$ cat config.mk
export PLATFORM = sky130hd
export DESIGN_NAME = modn_counter_chain
export DESIGN_NICKNAME = d
export VERILOG_FILES = /design/src/rtl/counter_pkg.sv /design/src/rtl/tick_prescaler.sv /design/src/rtl/modn_counter_chain.sv
export SDC_FILE = /design/constraint.sdc
export NUM_CORES = 1
export LEC_CHECK = 0
export CORE_MARGIN = 2
export CORE_UTILIZATION = 50
export CTS_BUF_LIST = sky130_fd_sc_hd__clkbuf_16
export DETAILED_ROUTE_END_ITERATION = 6
export GPL_TIMING_DRIVEN = 0
export PLACE_DENSITY_LB_ADDON = 0.15
export SLEW_MARGIN = 20
export SYNTH_ARGS = -nofsm -noshare
export SYNTH_HDL_FRONTEND = slang
export SYNTH_SLANG_ARGS = --single-unit
export TNS_END_PERCENT = 1
$ cat constraint.sdc
create_clock -name clk -period 2.8 [get_ports clk]
set_input_delay 0.56 -clock clk [delete_from_list [all_inputs] [get_ports clk]]
set_output_delay 0.56 -clock clk [all_outputs]
set_load 0.03 [all_outputs]
$ cat src/rtl/counter_pkg.sv
// Shared constants and helpers for the modulo-N counter chain.
// Direction encoding, prescaler width and digit saturation.
package counter_pkg;

  localparam logic DIR_UP   = 1'b1;
  localparam logic DIR_DOWN = 1'b0;

  function automatic int unsigned clog2_min1(input int unsigned n);
    int unsigned w;
    w = 1;
    while ((64'(1) << w) < 64'(n)) w++;
    return w;
  endfunction

  function automatic int unsigned sat_digit(
    input int unsigned v,
    input int unsigned max_v
  );
    return (v > max_v) ? max_v : v;
  endfunction

endpackage

$ cat src/rtl/tick_prescaler.sv
// Free-running divider producing a one-cycle step enable.
// Holds while disabled; restart forces it back to zero.
module tick_prescaler
  import counter_pkg::*;
#(
  parameter int unsigned TICK_DIVISOR = 10000000
) (
  input  logic clk,
  input  logic reset,
  input  logic enable,
  input  logic restart,
  output logic step
);

  localparam int unsigned PW = clog2_min1(TICK_DIVISOR);
  localparam logic [PW-1:0] LAST = PW'(TICK_DIVISOR - 1);

  logic [PW-1:0] cnt;

  assign step = enable && (cnt == LAST);

  always_ff @(posedge clk) begin
    if (!reset || restart || step) begin
      cnt <= '0;
    end else if (enable) begin
      cnt <= cnt + 1'b1;
    end
  end

endmodule

$ cat src/rtl/modn_counter_chain.sv
// Cascaded modulo-N digit counter, single clock, prescaled steps.
// Up/down, saturating load, clear and full-chain carry pulse.
module modn_counter_chain
  import counter_pkg::*;
#(
  parameter int unsigned NDIGITS       = 4,
  parameter int unsigned DIGIT_BITS    = 4,
  parameter int unsigned MAXIMUM_VALUE = 9,
  parameter int unsigned TICK_DIVISOR  = 10000000
) (
  input  logic                          clk,
  input  logic                          reset,
  input  logic                          enable,
  input  logic                          up_down,
  input  logic                          load,
  input  logic [NDIGITS*DIGIT_BITS-1:0] load_value,
  input  logic                          clear,
  output logic [NDIGITS*DIGIT_BITS-1:0] count,
  output logic                          tick,
  output logic                          carry
);

  localparam logic [DIGIT_BITS-1:0] DMAX =
    DIGIT_BITS'(MAXIMUM_VALUE);

  logic               step;
  logic               restart;
  logic               wrap;
  logic [NDIGITS:0]   lo_max;
  logic [NDIGITS:0]   lo_zero;

  assign restart = clear | load;

  tick_prescaler #(
    .TICK_DIVISOR(TICK_DIVISOR)
  ) u_prescaler (
    .clk    (clk),
    .reset  (reset),
    .enable (enable),
    .restart(restart),
    .step   (step)
  );

  // lo_max[i]/lo_zero[i]: every digit below i is at its wrap point
  always_comb begin
    lo_max  = '0;
    lo_zero = '0;
    lo_max[0]  = 1'b1;
    lo_zero[0] = 1'b1;
    for (int i = 0; i < NDIGITS; i++) begin
      lo_max[i+1] = lo_max[i] &&
        (count[i*DIGIT_BITS +: DIGIT_BITS] == DMAX);
      lo_zero[i+1] = lo_zero[i] &&
        (count[i*DIGIT_BITS +: DIGIT_BITS] == '0);
    end
  end

  assign wrap = (up_down == DIR_UP) ?
    lo_max[NDIGITS] : lo_zero[NDIGITS];

  for (genvar i = 0; i < NDIGITS; i++) begin : g_digit
    logic [DIGIT_BITS-1:0] d;
    logic [DIGIT_BITS-1:0] ld_val;
    logic                  adv;

    assign ld_val = DIGIT_BITS'(sat_digit(
      32'(load_value[i*DIGIT_BITS +: DIGIT_BITS]),
      MAXIMUM_VALUE));

    assign adv = step &&
      ((up_down == DIR_UP) ? lo_max[i] : lo_zero[i]);

    always_ff @(posedge clk) begin
      if (!reset || clear) begin
        d <= '0;
      end else if (load) begin
        d <= ld_val;
      end else if (adv) begin
        if (up_down == DIR_UP) begin
          d <= (d == DMAX) ? '0 : d + 1'b1;
        end else begin
          d <= (d == '0) ? DMAX : d - 1'b1;
        end
      end
    end

    assign count[i*DIGIT_BITS +: DIGIT_BITS] = d;
  end

  always_ff @(posedge clk) begin
    if (!reset || restart) begin
      tick  <= 1'b0;
      carry <= 1'b0;
    end else begin
      tick  <= step;
      carry <= step && wrap;
    end
  end

endmodule
==> run_results.csv <==
group,metric,value,unit
logic_synthesis,yosys.cell_types.count,49,
grt,antenna_found_initial,0,
grt,grt_max_degree,14,
sta,fmax,0.384,GHz
clock_network,htree_levels,2,
grt,grt_pass1_wl,11.6,mm
routing,first_pass_iters,7,
logic_synthesis,ys_ff_latch,42,
floorplanning,ioPinCount,40,
worst_setup_path,critPathRequiredTime,2980,ps
final_layout,layout.nets,418,
sta,slew_viol_final,0,
sta,setup_slack,198,ps
sta,finClkSkew,8.33,ps
placed_design,globalplace.congestion,0.902,
final_layout,fill_cells,497,
floorplanning,core,5140,um^2
sta,finalSetupViolCount,0,
worst_setup_path,start_kind,"flip-flop",
sta,post-route-min-period,2600,ps
placed_design,pre_cts_ws,-70.0,ps
clock_network,cts_tree,"built",
sta,finalCritPeriodShare,92.9,%
clock_network,cts_root_buf,"clkbuf_16",
logic_synthesis,syn_area,2690,um^2
floorplanning,die_h,77.3,um
clock_network,path_clk_slew,60,ps
logic_synthesis,ys.warnings.count,0,
logic_synthesis,synth_edf_count,0,
power_and_ir_drop,cellPowerDensity,417,nW/um^2
final_layout,layout-drive-gt1-share,6.82,%
sta,worstMarginPinSlew,600,ps
worst_setup_path,path_class,"reg2reg",
placed_design,post_dp_cell_area,3150,um^2
clock_network,clock_path_buffers,2,
logic_synthesis,yosysMostFrequentCell,"nor2_1",
grt,overflow,0,
placed_design,place.detailed.hpwl,4.82,mm
routing,routedWlPerCell,14.5,um
logic_synthesis,synth_top_area_share,31.3,%
grt,first_global_vias,2564,
logic_synthesis,ys_async_sr_fraction,0,%
logic_synthesis,synth_cells,350,
final_layout,fin_area,3300,um^2
clock_network,post-cts-setup-buffers,0,
power_and_ir_drop,worst_ir_drop_vdd,0.000391,V
floorplanning,rows,26,
floorplanning,dieArea,5980,um^2
worst_setup_path,cp_max_fo,6,
final_layout,syn_to_final_growth,22.7,%
worst_setup_path,end_kind,"flip-flop",
floorplanning,fp.dieW,77.3,um
routing,finalWirelength,6.74,mm
worst_setup_path,crit_arrival,2780,ps
clock_network,worstSkewPairLatency,290,ps
logic_synthesis,syn_avg_cell_area,7.68,um^2
placed_design,port_buffers,38,
logic_synthesis,synth_top_area_cell,"dfxtp_1",
min_path,hp-class,"reg2reg",
routing,post-route-drc-count,0,
clock_network,tritoncts.num_buffers,5,
routing,num_vias,2678,
routing,post_drt_via_cell_ratio,5.75,
outcome,status,"finished, final reports clean",
routing,drtIter0Drc,247,
floorplanning,start_util,52.3,%
sta,hold_viol,0,
logic_synthesis,yosys-top-cells-area,"dfxtp_1, xnor2_1, nor2_1",
logic_synthesis,syn_nets,373,
routing,ant_nets,0,
clock_network,cts_hold_buf,0,
power_and_ir_drop,leakagePower,0.00108,uW
logic_synthesis,synthTopCellsByCount,"nor2_1, dfxtp_1, nand2_1, xnor2_1, clkbuf_1",
clock_network,cts_sinks,42,
logic_synthesis,yosysSeqAreaShare,31.3,%
final_layout,diodes,0,
job,drv_cap,0,
sta,slew_headroom,60.0,%
sta,rsz0062_at_grt,"no",
grt,grt.total_usage,23.6,%
logic_synthesis,ys.flop_type,"dfxtp_1",
-- repair_timing --
action,in CTS,in global routing
setup endpoints to repair,0,1
hold endpoints to repair,0,0
resized for setup,0,1
-- placed cells by master, fill, tap and decap left out, types with 3 or more instances in the layout --
master and n:
nand3_1 14, a21oi_1 17, nor4_1 7, clkdlybuf4s50_1 38, or2_2 4, a31oi_1 3
and2_1 7, inv_1 8, clkbuf_16 5, o21ai_0 12, or4_1 4, dfxtp_1 42
nor3_1 18, buf_2 3, nor2_1 49, mux2i_1 12, clkbuf_1 21, o21a_1 3
o31ai_1 4, o211ai_1 3, nand4_1 8, a21o_1 3, or4_4 3, nand3b_1 3
xor2_1 10, nand2_1 30, and3_1 6, xnor2_1 24
-- routing by layer --
layer / track usage, % / routed length, um / up-vias
li1: - / - / 1328
met1: 27.6 / 2930 / 1249
met4: 8.93 / 87 / 0
met2: 42.2 / 3380 / 91
met5: 0 / 0 / -
met3: 4.82 / 336 / 10
-- cell families (layout without fill, tap and decap cells) --
logic type                 Yosys count  count (layout)  synth area share (%)
DFF                                 42              42                  31.3
adders and majority gates            1               1                 0.466
muxes                               14              14                  5.31
AOI/OAI and AO/OA                   60              60                  15.7
and+or+nand+nor                    162             162                  30.1
xor gates and xnor gates            34              34                  11.1
buffers and inverters               37              83                  6.01
-- through the flow --
| stage | utilization (%) | hold slack [ps] | power [uW] | TNS, ps | instances |
|---|---|---|---|---|---|
| after floorplan | - | 477 | 746 | 0 | 350 |
| after global placement | 61.4 | 494 | 817 | -50.4 | 458 |
| after detailed placement | 61.4 | 502 | 819 | -126 | 458 |
| after CTS | 64.1 | 520 | 1380 | 0 | 466 |
| after global routing | 64.1 | 541 | 1420 | 0 | 466 |
| final | 64.1 | 522 | 1370 | 0 | 466 |
-- cell type report --
cell class	count	area [um^2]	area share, %
multi-input combinational	271	1680	51.1
sequential	42	841	25.5
timing repair buffer	38	380	11.5
buffer	29	133	4.02
clock buffer	5	125	3.80
tap	70	87.6	2.66
inverter	8	30.0	0.911
clock inverter	3	16.3	0.493
-- registers in the layout, summed over array words and instances, names as in the netlist --
register and cells:
carry 1, u_prescaler.cnt 24, tick 1, g_digit.d 16
-- critical path: stages (launching register included) --
cell,delay (ps)
dfxtp_1,360
nor4b_1,540
nand4_1,340
a211oi_1,600
a21oi_1,320
mux2_2,340
-- final timing paths --
| check | slack (ps) | from | endpoint | cells after the start |
|---|---|---|---|---|
| worst max-delay path | 200 | u_prescaler.cnt[7]$_SDFFE_PP0P_ | g_digit[2].d[2]$_SDFFE_PP0P_ | 5 |
| worst max register to register | 200 | u_prescaler.cnt[7]$_SDFFE_PP0P_ | g_digit[2].d[2]$_SDFFE_PP0P_ | 5 |
| worst min-delay path | 520 | u_prescaler.cnt[12]$_SDFFE_PP0P_ | u_prescaler.cnt[12]$_SDFFE_PP0P_ | 2 |
| worst min register to register | 520 | u_prescaler.cnt[12]$_SDFFE_PP0P_ | u_prescaler.cnt[12]$_SDFFE_PP0P_ | 2 |
-- power breakdown --
group / internal (uW) / total [uW] / leakage (uW) / switching (uW)
combinational: 88.7 / 198 / 0.000674 / 109
sequential: 605 / 612 / 0.000340 / 6.68
clock: 326 / 564 / 0.0000672 / 238
total: 1020 / 1370 / 0.00108 / 354
Power figures use the tool's default switching activity.
